File: src/rtl/contador_modulo15.sv
// contador_modulo15: free-running modulo-MODULUS up-counter. IMPL selects an adder or a decode table.
// Define CONTADOR_MODULO15_TC_EN to add the registered terminal-count output tc.
module contador_modulo15 #(
   parameter int WIDTH   = 4,
   parameter int MODULUS = 15,
   parameter int IMPL    = 0
) (
   input  logic             clk,
   input  logic             rst,
`ifdef CONTADOR_MODULO15_TC_EN
   output logic [WIDTH-1:0] cont,
   output logic             tc
`else
   output logic [WIDTH-1:0] cont
`endif
);

   localparam logic [WIDTH-1:0] LAST = WIDTH'(MODULUS - 1);

   logic [WIDTH-1:0] cont_q;
   logic [WIDTH-1:0] cont_d;

   generate
      if (IMPL == 1) begin : g_table
         // Each legal state decodes to its successor.
         // Anything left unmatched (the last state or an illegal one) falls back to 0.
         always_comb begin
            cont_d = '0;
            for (int s = 0; s < MODULUS - 1; s++) begin
               if (cont_q == WIDTH'(s)) begin
                  cont_d = WIDTH'(s + 1);
               end
            end
         end
      end else begin : g_adder
         // ">=" rather than "==" so that illegal states also wrap to 0.
         always_comb begin
            cont_d = (cont_q >= LAST) ? '0 : cont_q + WIDTH'(1);
         end
      end
   endgenerate

   always_ff @(posedge clk or negedge rst) begin
      if (!rst) begin
         cont_q <= '0;
      end else begin
         cont_q <= cont_d;
      end
   end

   assign cont = cont_q;

`ifdef CONTADOR_MODULO15_TC_EN
   logic tc_q;

   // tc is derived from the next state, so it rises in the same cycle that cont shows LAST.
   always_ff @(posedge clk or negedge rst) begin
      if (!rst) begin
         tc_q <= 1'b0;
      end else begin
         tc_q <= (cont_d == LAST);
      end
   end

   assign tc = tc_q;
`endif

endmodule

File: config.mk
export PLATFORM = sky130hd
export DESIGN_NAME = contador_modulo15
export DESIGN_NICKNAME = d
export VERILOG_FILES = /design/src/rtl/contador_modulo15.sv
export SDC_FILE = /design/constraint.sdc
export NUM_CORES = 1
export LEC_CHECK = 0
export CORE_AREA = 4 4 41 43
export DETAILED_ROUTE_END_ITERATION = 8
export DIE_AREA = 0 0 45 47
export SLEW_MARGIN = 20
export SYNTH_ARGS = -nofsm -noshare
export SYNTH_HDL_FRONTEND = slang
export SYNTH_SLANG_ARGS = --single-unit
File: constraint.sdc
create_clock -name clk -period 1.2 [get_ports clk]
set_input_delay 0.36 -clock clk [delete_from_list [all_inputs] [get_ports clk]]
set_output_delay 0.36 -clock clk [all_outputs]
set_load 0.01 [all_outputs]
=== Yosys cells after proc, flatten, opt, wreduce, memory -nomap -nowiden ===
Cells that the tools add are included.

* Input bits: 2
* Output and inout bits: 4
* Register bits after elaboration: 4

* Magnitude comparators: 1
* $add $sub $neg: 1
* Muxes and demuxes: 1

{| class="wikitable"
|+ Operators by type and width
! kind !! number
|-
| adder 4 x 1 -> 4 bit, second input constant || 1
|-
| greater-or-equal comparator 4 bit, second input constant || 1
|-
| 2-to-1 mux 4 bit || 1
|}

=== Longest topological paths before layout ===
Gate-level depths: netlist of run 1.

* Depth after elaboration: 2
* Depth in mapped cells: 4

=== Worst setup path after synthesis of run 1 ===
Ideal clock, no wire load.

* Kind: flip-flop to flip-flop
* From: register cont_q[0] (netlist: cont[0])
* To: register cont_q[3] (netlist: cont[3])
* Arrival: 0.930 ns
* Buffers on the path: 0
* Stages on the path, launching flop included: 5
* Data required time: 1.078 ns
* Library setup time: 0.122 ns
* Path slack: 0.148 ns
* Cell sequence: dfrtp_1 > inv_1 > ha_1 > o21ai_0 > a32o_1

* Cells in the longest elaborated chain, start to end: 2
* Elaborated cells between the ends (all ways): 3
* Classes of those cells: 1 x add/sub; 1 x order compare; 1 x mux

{| class="wikitable"
|+ Ends and longest elaborated chain
! what !! RTL line !! RTL
|-
| from (decl) || 20 || <nowiki>logic [WIDTH-1:0] cont_q;</nowiki>
|-
| from (signal assigned) || 47 || <nowiki>cont_q <= cont_d;</nowiki>
|-
| adder 4 x 1 -> 4 bit / greater-or-equal comparator 4 bit (equally long branches) || 38 || <nowiki>cont_d = (cont_q >= LAST) ? '0 : cont_q + WIDTH'(1);</nowiki>
|-
| 2-to-1 mux 4 bit (*) || 38 ||
|-
| via cont_d[3] || 21 || <nowiki>logic [WIDTH-1:0] cont_d;</nowiki>
|}

Mark *: on every way through the listed nets, which the timed path passes. The rest lies on a longest branch.

=== Worst setup path in the final report of run 1 ===
Ends and elaborated chain as after synthesis.

==> impl_summary.log, run 1 <==
[metrics] clock sink total: 4
[metrics] Critical Path Fanout Max: 4
[metrics] count of port buffers added during placement: 5
[metrics] fraction of met1 tracks used by global routing: 5.76%
[metrics] Slew @ Worst Pin: 0.175 ns
[metrics] area of the mapped netlist: 193 sq um
[metrics] Clock Skews: 0.000253 ns
[metrics] flip-flop count of the largest register, all copies and words added: 4
[metrics] Layout fillers: 156
[metrics] remaining routing DRC violations: 0
[metrics] Fmax achieved: 905 MHz
[metrics] flop and latch count out of synthesis: 4
[metrics] Worst IR Drop VDD: 0.190 mV
[metrics] starting density of the core: 14.8%
[metrics] CTS root buffer: clkbuf_4
[metrics] number of unique standard cell types used by synthesis: 11
[metrics] full die area: 2120 sq um
[metrics] Max-cap violations: 0
[metrics] routed wire length per instance: 9.09 um
[metrics] Post-CTS Hold Fix Bufs: 0
[metrics] relative max-transition margin: 88.3%
[metrics] total wirelength of the detailed-routed design: 400 um
[metrics] largest net degree at the start of global routing: 7
[metrics] post-layout minimum cycle time: 1.10 ns
[metrics] horizontal die dimension: 45 um
[metrics] Die Height: 47 um
[metrics] number of global-route vias before repair: 175
[metrics] I/O pin count: 6
[metrics] total global routing overflow: 0
[metrics] area of the multi-input gates: 95.1 sq um
[metrics] unrepaired setup endpoints after global routing: no
[metrics] placeable core region: 1300 sq um
[metrics] total count of max-transition violations in the final report: 0
[metrics] arrival time reported for the critical path endpoint: 1.22 ns
[metrics] total of warnings raised by yosys: 0
[metrics] H-tree depth reported by CTS: 1
[metrics] leakage power figure: 0.000153 uW
[metrics] clock transition time at the flip-flop clock pins of the worst setup and hold paths: 0.04 ns
[metrics] synthesized net count: 21
[metrics] source-to-sink clock delay at the later pin of the worst-skew pair: 0.23 ns
[metrics] layout cells sized above 1: 44.8%
[metrics] first-pass iteration count of the detailed router: 2
[metrics] busiest layer in global routing: met4
[metrics] depth of the worst register-to-register path: 5
[metrics] syn_area_per_cell: 11.3 sq um
[metrics] run status: finished clean
[metrics] GRT Total Usage: 5.63%
[metrics] buffers from clock root to sink, at most: 2
[metrics] FF-to-FF End: cont[3]
[metrics] fraction of the yosys area taken by sequential cells: 51.9%
[metrics] synthesized instance count: 17
[metrics] initial antenna violation count: 0
[metrics] crit path from: cont[0]
[metrics] sequential cell area: 100 sq um
[metrics] wire length of the first global-routing pass: 738 um
[metrics] # nets final: 35
[metrics] vias post-DR: 168
[metrics] cell-by-cell trace of the critical path: buf_6, inv_1, ha_2, o21ai_2, a32o_1
[metrics] portion of the clock cycle consumed by the worst path in the final layout: 92.0%
[metrics] minimum hold slack: 0.330 ns
[metrics] cell with the largest stage delay on the worst path: dfrtp_1
[metrics] Post-Layout Inst Area: 304 sq um
[metrics] number of failing setup endpoints in the final timing report: 0
[metrics] Post-DP Area: 292 sq um
[metrics] met2 Track Usage GR: 6.78%
[metrics] final hold violation count: 0
[metrics] CTS tree: done
[metrics] worst min-delay path class: in2async
[metrics] number of antenna repair diodes: 0
[metrics] Pwr per Cell Area: 991 nW/um^2
[metrics] Avg Vias per Cell: 3.82
[metrics] type of element launching the critical path: flip-flop
[metrics] critical path class: reg2reg
[metrics] Sum Neg Setup Slack: 0 ns
[metrics] met3 Track Usage GR: 3.83%
[metrics] global placer's final weighted congestion: 0.622
[metrics] violation count after the first detailed-route iteration: 3
[metrics] delay contributed by the slowest stage of the critical path: 0.38 ns
[metrics] placement row count: 13
[metrics] reg-to-reg critical path startpoint: cont[0]
[metrics] flop2flop setup slack: 0.1 ns
[metrics] post-synthesis to final-layout area growth: 57.8%
[metrics] Routed Antenna Nets: 0
[metrics] data required time at the worst endpoint: 1.31 ns
[metrics] clock buffer count from CTS: 3
[metrics] Worst setup EP type: flip-flop
what timing repair did:
action | 4_1_cts | 5_1_grt
buffers inserted | 0 | 0
endpoints found under the setup margin | 4 | 6
gates resized for setup | 11 | 7
Yosys cell counts:
cell type,count,area [sq um]
o211a_1,1,10.0
nor2_1,2,7.51
ha_1,2,25.0
o21ai_0,1,5.00
inv_1,1,3.75
nor2b_1,1,6.26
o21a_1,1,7.51
dfrtp_1,4,100
nand2b_1,2,12.5
a32o_1,1,10.0
o21ai_1,1,5.00
layer usage:
metal / vias to the layer above / wire length, um
met3: 0 / 66
met2: 6 / 177
met5: - / 0
met4: 0 / 0
li1: 84 / -
met1: 78 / 156
cell type report:
| class | instances | share of cell area (%) |
|---|---|---|
| inverter | 1 | 1.23 |
| timing repair buffer | 9 | 21.0 |
| clock buffer | 3 | 7.41 |
| sequential | 4 | 32.9 |
| tap | 15 | 6.17 |
| multi-input combinational | 12 | 31.3 |
power breakdown:
group / total, uW / switching, uW / internal, uW
registers: 136 / 0 / 136
clock network: 161 / 49.1 / 111
logic: 5.19 / 2.29 / 2.89
total: 301 / 51.4 / 250
critical path: cells and delay by family (launching register included):
kind	cells	cell delay, ns
flip-flops	1	0.38
AO/OA/AOI/OAI	2	0.24
adder cells (fa/ha/maj)	1	0.19
buffers and inverters	2	0.18
cell usage in the layout, fill, tap and decap left out:
cell and n:
dfrtp_1 4, clkbuf_4 3, buf_4 3, nor2_1 2, nand2b_1 2, clkbuf_2 2
buf_2 2, o211a_1 1, o21a_1 1, o21ai_1 1, nor2b_1 1, o21ai_2 1
a32o_1 1, inv_1 1, ha_2 1, ha_1 1, clkdlybuf4s50_1 1, buf_6 1
worst max-delay path by stage:
stage / endpoint / slack (ns) / cells after the start
after CTS: cont[3] / 0.006 / 1
final: cont[3] / 0.1 / 5
after floorplan: cont[3] / 0.15 / 4
after detailed placement: cont[2] / -0.03 / 1
after global placement: cont[2] / -0.02 / 1
after global routing: cont[3] / 0.004 / 5
stage by stage:
step	util [%]	std cells	total power (uW)	worst slack [ns]
floorplan	-	17	137	0.148
global placement	22.4	41	143	-0.0220
detailed placement	22.4	41	143	-0.0273
CTS	23.8	44	312	0.00568
global route	23.4	44	315	0.00440
finish	23.4	44	301	0.0955
cell families after synthesis:
logic type,synth area share (%)
flops,52.0
compound gates,19.5
simple gates,13.6
buf+inv,1.95
fa+ha+maj,13.0
Note: power is estimated with default switching activity, not from simulation.
==> run 2, diff against run 1 <==
- CTS_CLUSTER_SIZE: not set -> 24
==> results of run 2 <==
The final DEF is identical to that of run 1; final timing and power are the same.
==> edit 1 (settings of run 2) <==
Change the parameter `WIDTH` from 4 to 6.
--- a/src/rtl/contador_modulo15.sv
+++ b/src/rtl/contador_modulo15.sv
@@ -1,7 +1,7 @@
 // contador_modulo15: free-running modulo-MODULUS up-counter. IMPL selects an adder or a decode table.
 // Define CONTADOR_MODULO15_TC_EN to add the registered terminal-count output tc.
 module contador_modulo15 #(
-   parameter int WIDTH   = 4,
+   parameter int WIDTH   = 6,
    parameter int MODULUS = 15,
    parameter int IMPL    = 0
 ) (
Ports: changed (resized cont); port bits go from 6 to 8. No check against the original RTL was run, so the function may have changed too.
==> edit 1 against run 2 <==
  * Sequential power is 61% higher
  * Sequential cell count up 2
  * Setup slack worse by 0.092 ns
  * Area after synthesis increased by 27%
  * Clock power is 11% higher
  * Combinational power increased to 21 times the old value
  * Routed wire length is 60% higher
  * Cell count is 18% higher
  * Power is 67% higher
  * Maximum frequency down 7.7%
  * Non-clock buffer count is 6 higher
  * Cell area grew 56%
  * Critical path type unchanged
  * Largest power group is now registers
  * Highest routed layer is now met4
==> edit 1: results (changes against run 2) <==
- Total CTS buffers: 3 (unchanged)
- H-Tree Depth: 1 (unchanged)
- Max incr delay on CP: around 0.39 ns
- Crit path capture: cont[3]
- Post-Place Cell Area: 370 µm² (+27%)
- Vias post-DR: 234 (+39%)
- Ys async rst share: 100% (unchanged)
- Leakage: 0.226 nW (+47%)
- XOR/XNOR Fraction of Synth Area: 3.59% (+3.6 points)
- Total track usage: 7.47% (+1.8 points)
- CTS Buffer Depth: 2 (unchanged)
- HP Class: input pin to asynchronous set/reset pin
- Nets: 43 (+23%)
- Mapped Nets: 23 (+9.5%)
- Clock Power Share: 35.4% (-18 points)
- Largest cells by area after synthesis: dfrtp_1 62%, nor4_1 13%, ha_1 10%
- Crit path max fanout: 5 (+1)
- RD Place Congestion: 0.657 (+5.5%)
- Clk slew on worst S/H paths: ~0.050 ns
- Outcome: finished, final reports clean
- Vias in the first global route: 277 (+58%)
- FILL cells: 137 (-12%)
- Fin cells: 52 (+18%)
- Share of cells above drive strength 1: 67.6% (+23 points)
- Synth Area in Adders: 10.3% (-2.7 points)
- Ant. Diodes: 0 (unchanged)
- Routed wire per std cell: 12.3 µm (+35%)
- Post-DP HPWL: between 300 and 400 µm
- DRT iter0 DRCs: 3 (unchanged)
- First-pass GRT wire length: 1050 µm (+42%)
- WP data arrival: 1.34 ns (+0.12 ns)
- Post-route cell area: 474 µm² (+56%)
- Worst Setup SP: cont[1]
- Sw Pwr: 0.121 mW (+130%)
- Max FFs per register: 6 (+2)
- CP max stage cell: dfrtp_1
- # port buffers: 7 (+2)
- Sequential share of the synthesized area: 61.5% (+9.6 points)
- Synth warn: 0 (unchanged)
- Critical path's top delay family: flip-flops
- Syn Inst Count: 19 (+2)
- Compound-gate portion of the synthesized area: 6.67% (-13 points)
- Mux cell area share after synthesis: 0% (unchanged)
- Initial antenna violation count: 0 (unchanged)
- VDD IR max: 710 µV (+270%)
- Largest net degree at the start of global routing: 7 (unchanged)
- Clock Latency Late Sink: 0.24 ns
- R2R depth: 4 (-1)
- Setup Skew: 0.00536 ns (+0.00511 ns)
- Synth cell types: 9 (-2)
- First-pass detailed-route iteration total: 2 (unchanged)
- Top post-synthesis cells by count: 6 x dfrtp_1, 5 x nor4_1, 2 x ha_1
- R2R setup slack: 0.003 ns (-0.09 ns)
- Clock root buffer: clkbuf_4
- Dpl cells: 46 (+12%)
edit 1: cell count changes in the layout (fill, tap and decap cells not counted), moves of 2 or more:
| cell | change |
|---|---|
| buf_2 | +4 |
| nor4_4 | +3 |
| buf_4 | +2 |
| buf_6 | +2 |
| clkbuf_2 | -2 |
| dfrtp_1 | +2 |
| nand2b_1 | -2 |
| nor2_1 | -2 |
| nor4_2 | +2 |
edit 1: area by class of cell:
class | count | share of cell area (%)
multi-input cells | 12 | 35.4
flip-flops and latches | 6 | 31.7
repair buffers | 15 | 23.5
clock buffers | 3 | 4.75
well taps | 15 | 3.96
inverters | 1 | 0.792
edit 1: how the worst min path moves through the flow:
stage	startpoint	to	slack, ns	depth (start not counted)
floorplan	rst	cont[0]	0.06	0
global placement	cont[4]	cont[4]	0.52	1
detailed placement	cont[4]	cont[0]	0.52	1
CTS	rst	cont[2]	0.36	1
global route	rst	cont[5]	0.36	1
finish	rst	cont[2]	0.35	1
edit 1: routing by layer:
layer	vias up	wire length [µm]	part of all wire [%]	GRT usage, %
li1	107	-	-	-
met5	-	0	0	0
met2	13	334	52	12.1
met4	0	14	2.2	7.02
met1	112	216	34	5.79
met3	2	75	12	5.36
edit 1: what timing repair did:
item | 4_1_cts | 5_1_grt
resized for setup | 34 | 5
pin swaps | 3 | 2
setup buffers | 3 | 0
endpoints found under the setup margin | 11 | 5
hold buffers | 0 | 0
edit 1: worst reg2reg max path, cell delays in order (launching register included):
cell     delay [ns]
dfrtp_1        0.39
buf_6          0.14
ha_4           0.15
o211a_4        0.27
nor4_2         0.16
edit 1: power by group through the flow:
stage	clock network, mW	logic [mW]	registers, mW
detailed placement	0	0.0723	0.221
finish	0.179	0.107	0.219
global placement	0	0.0712	0.221
CTS	0.181	0.0902	0.219
floorplan	0	0.0142	0.232
global route	0.200	0.116	0.221
edit 1: through the flow:
| stage | worst slack (ns) | hold slack, ns | power [mW] |
|---|---|---|---|
| final | 0.00329 | 0.354 | 0.505 |
| after CTS | -0.0422 | 0.359 | 0.491 |
| after global routing | -0.0403 | 0.364 | 0.537 |
| after floorplan | 0.0554 | 0.0644 | 0.247 |
| after global placement | -0.116 | 0.517 | 0.292 |
| after detailed placement | -0.116 | 0.517 | 0.293 |
edit 1: logic make-up after synthesis:
kind of cell	Yosys count
fa+ha+maj	2
compound gates	2
xor+xnor	1
other cells	1
simple gates	6
flops	6
buf+inv	1
==> edit 2 (flow settings as in run 2) <==
Without the edit above. Register the output `cont` once more, without a reset; this adds one clock of latency there. Comments in the files are not updated.
--- a/src/rtl/contador_modulo15.sv
+++ b/src/rtl/contador_modulo15.sv
@@ -48,7 +48,9 @@
       end
    end
 
-   assign cont = cont_q;
+   always_ff @(posedge clk) begin
+      cont <= cont_q;
+   end
 
 `ifdef CONTADOR_MODULO15_TC_EN
    logic tc_q;
Behaviour: not the same (a bounded check fails within 4 cycles, from zero or initial values and one cycle with rst low).
==> edit 2 against run 2 <==
  * Count of clock-buffer cells in the layout rose by 1
  * Cell area increased by 19%
  * Area after synthesis is 42% higher
  * Power rose by 61%
  * Clock power up 32%
  * Clock skew grew 0.0032 ns
  * Via count grew 8.3%
  * Non-clock buffer count down 4
  * First-iteration DRC count decreased by 100%
  * Routed wire length grew 0.75%
  * Setup slack got worse by 0.063 ns
  * Synthesized cell count increased by 24%
  * Sequential cell count rose by 4
  * Largest cell class unchanged
  * Highest routed layer is now met4
==> edit 2: results (changes against run 2) <==
- VDD IR max: 614 µV (+220%)
- RD Place Congestion: 0.599 (-3.6%)
- Drt via density: 4.04 (+5.9%)
- Mapped Nets: 25 (+19%)
- Largest cells by area after synthesis: dfrtp_1 37%, dfxtp_1 29%, ha_1 9.2%
- Share of cells above drive strength 1: 13.3% (-31 points)
- Drt total wl: 403 µm (+0.75%)
- RR Endpoint: cont_q[2]
- FILL cells: 140 (-10%)
- FF-to-FF Start: cont_q[0]
- Clock root buffer: clkbuf_4
- Clk slew on worst S/H paths: 0.05 ns
- Fin crit share: 97.3% (+5.2 points)
- Top_reg_cell synth: dfxtp_1
- R2R depth: 4 (-1)
- Slew @ Worst Pin: 0.204 ns (+0.0289 ns)
- Sequential share of the synthesized area: 66.1% (+14 points)
- Top post-synthesis cells by count: 4 x dfrtp_1, 4 x dfxtp_1, 2 x ha_1, 2 x nand2b_1, 2 x nor2_1
- Synth cell types: 12 (+1)
- Critical path's top delay family: flip-flops
- First-pass GRT wire length: 676 µm (-8.4%)
- Ant. Diodes: 0 (unchanged)
- First-pass detailed-route iteration total: 1 (-1)
- DRT iter0 DRCs: 0 (-3)
- Pre-CTS worst setup slack: 0.0231 ns (+0.0504 ns)
- Worst Setup SP: cont[3]
- Largest net degree at the start of global routing: 8 (+1)
- R2R setup slack: 0.10 ns
- Outcome: finished, final reports clean
- Ys async rst share: 50.0% (-50 points)
- Clock Latency Late Sink: 0.25 ns (+0.02 ns)
- Total track usage: 5.58% (-0.053 points)
- Vias in the first global route: 175 (unchanged)
- Max incr delay on CP: 0.29 ns (-0.09 ns)
- Final hold slack: 0.301 ns (-0.0284 ns)
- CP max stage cell: dfxtp_1
- WP data arrival: 0.81 ns (-0.41 ns)
- Setup Skew: 0.00341 ns (+0.00316 ns)
- Crit path max fanout: 1 (-3)
- Leakage: 0.170 nW (+11%)
edit 2: area by class of cell:
class | count | area [µm²] | area share, %
sequential | 8 | 180 | 50.0
timing repair buffer | 5 | 42.5 | 11.8
tap | 15 | 18.8 | 5.21
multi-input combinational | 12 | 88.8 | 24.7
clock buffer | 4 | 26.3 | 7.29
inverter | 1 | 3.75 | 1.04
edit 2: worst max path at each step:
stage           endpoint
4_1_cts          cont[1]
3_3_place_gp     cont[1]
5_1_grt          cont[0]
2_1_floorplan  cont_q[3]
6_report         cont[3]
3_5_place_dp     cont[1]
edit 2: stage by stage:
step / utilization [%] / area [µm²] / cells
global placement: 26.3 / 342 / 41
CTS: 27.9 / 363 / 45
detailed placement: 26.3 / 342 / 41
floorplan: - / 273 / 21
global route: 27.7 / 360 / 45
finish: 27.7 / 360 / 45
edit 2: what timing repair did:
action | in CTS | in global routing
gates resized for setup | 4 | 3
hold buffers | 0 | 0
pin swaps | 0 | 0
buffers inserted | 0 | 0
setup endpoints to repair | 4 | 2
edit 2: cells by family after synthesis:
group                    synth area share, %
flip-flops                              66.1
AO/OA/AOI/OAI                           13.8
AND/OR/NAND/NOR                         9.63
adder cells (fa/ha/maj)                 9.17
buffers and inverters                   1.37
edit 2: where the power goes:
part,internal [mW],total [mW],switching [mW],leakage (nW)
clock,0.127,0.212,0.0856,0.0150
sequential,0.268,0.268,0,0.0854
combinational,0.00289,0.00516,0.00226,0.0697
edit 2: layer usage:
| metal | vias up | share of wire (%) | GRT usage (%) | wire (µm) |
|---|---|---|---|---|
| li1 | 91 | - | - | - |
| met1 | 79 | 40 | 3.97 | 162 |
| met2 | 9 | 40 | 7.34 | 160 |
| met3 | 3 | 18 | 6.90 | 73 |
| met4 | 0 | 2.0 | 5.26 | 8 |
| met5 | - | 0 | 0 | 0 |
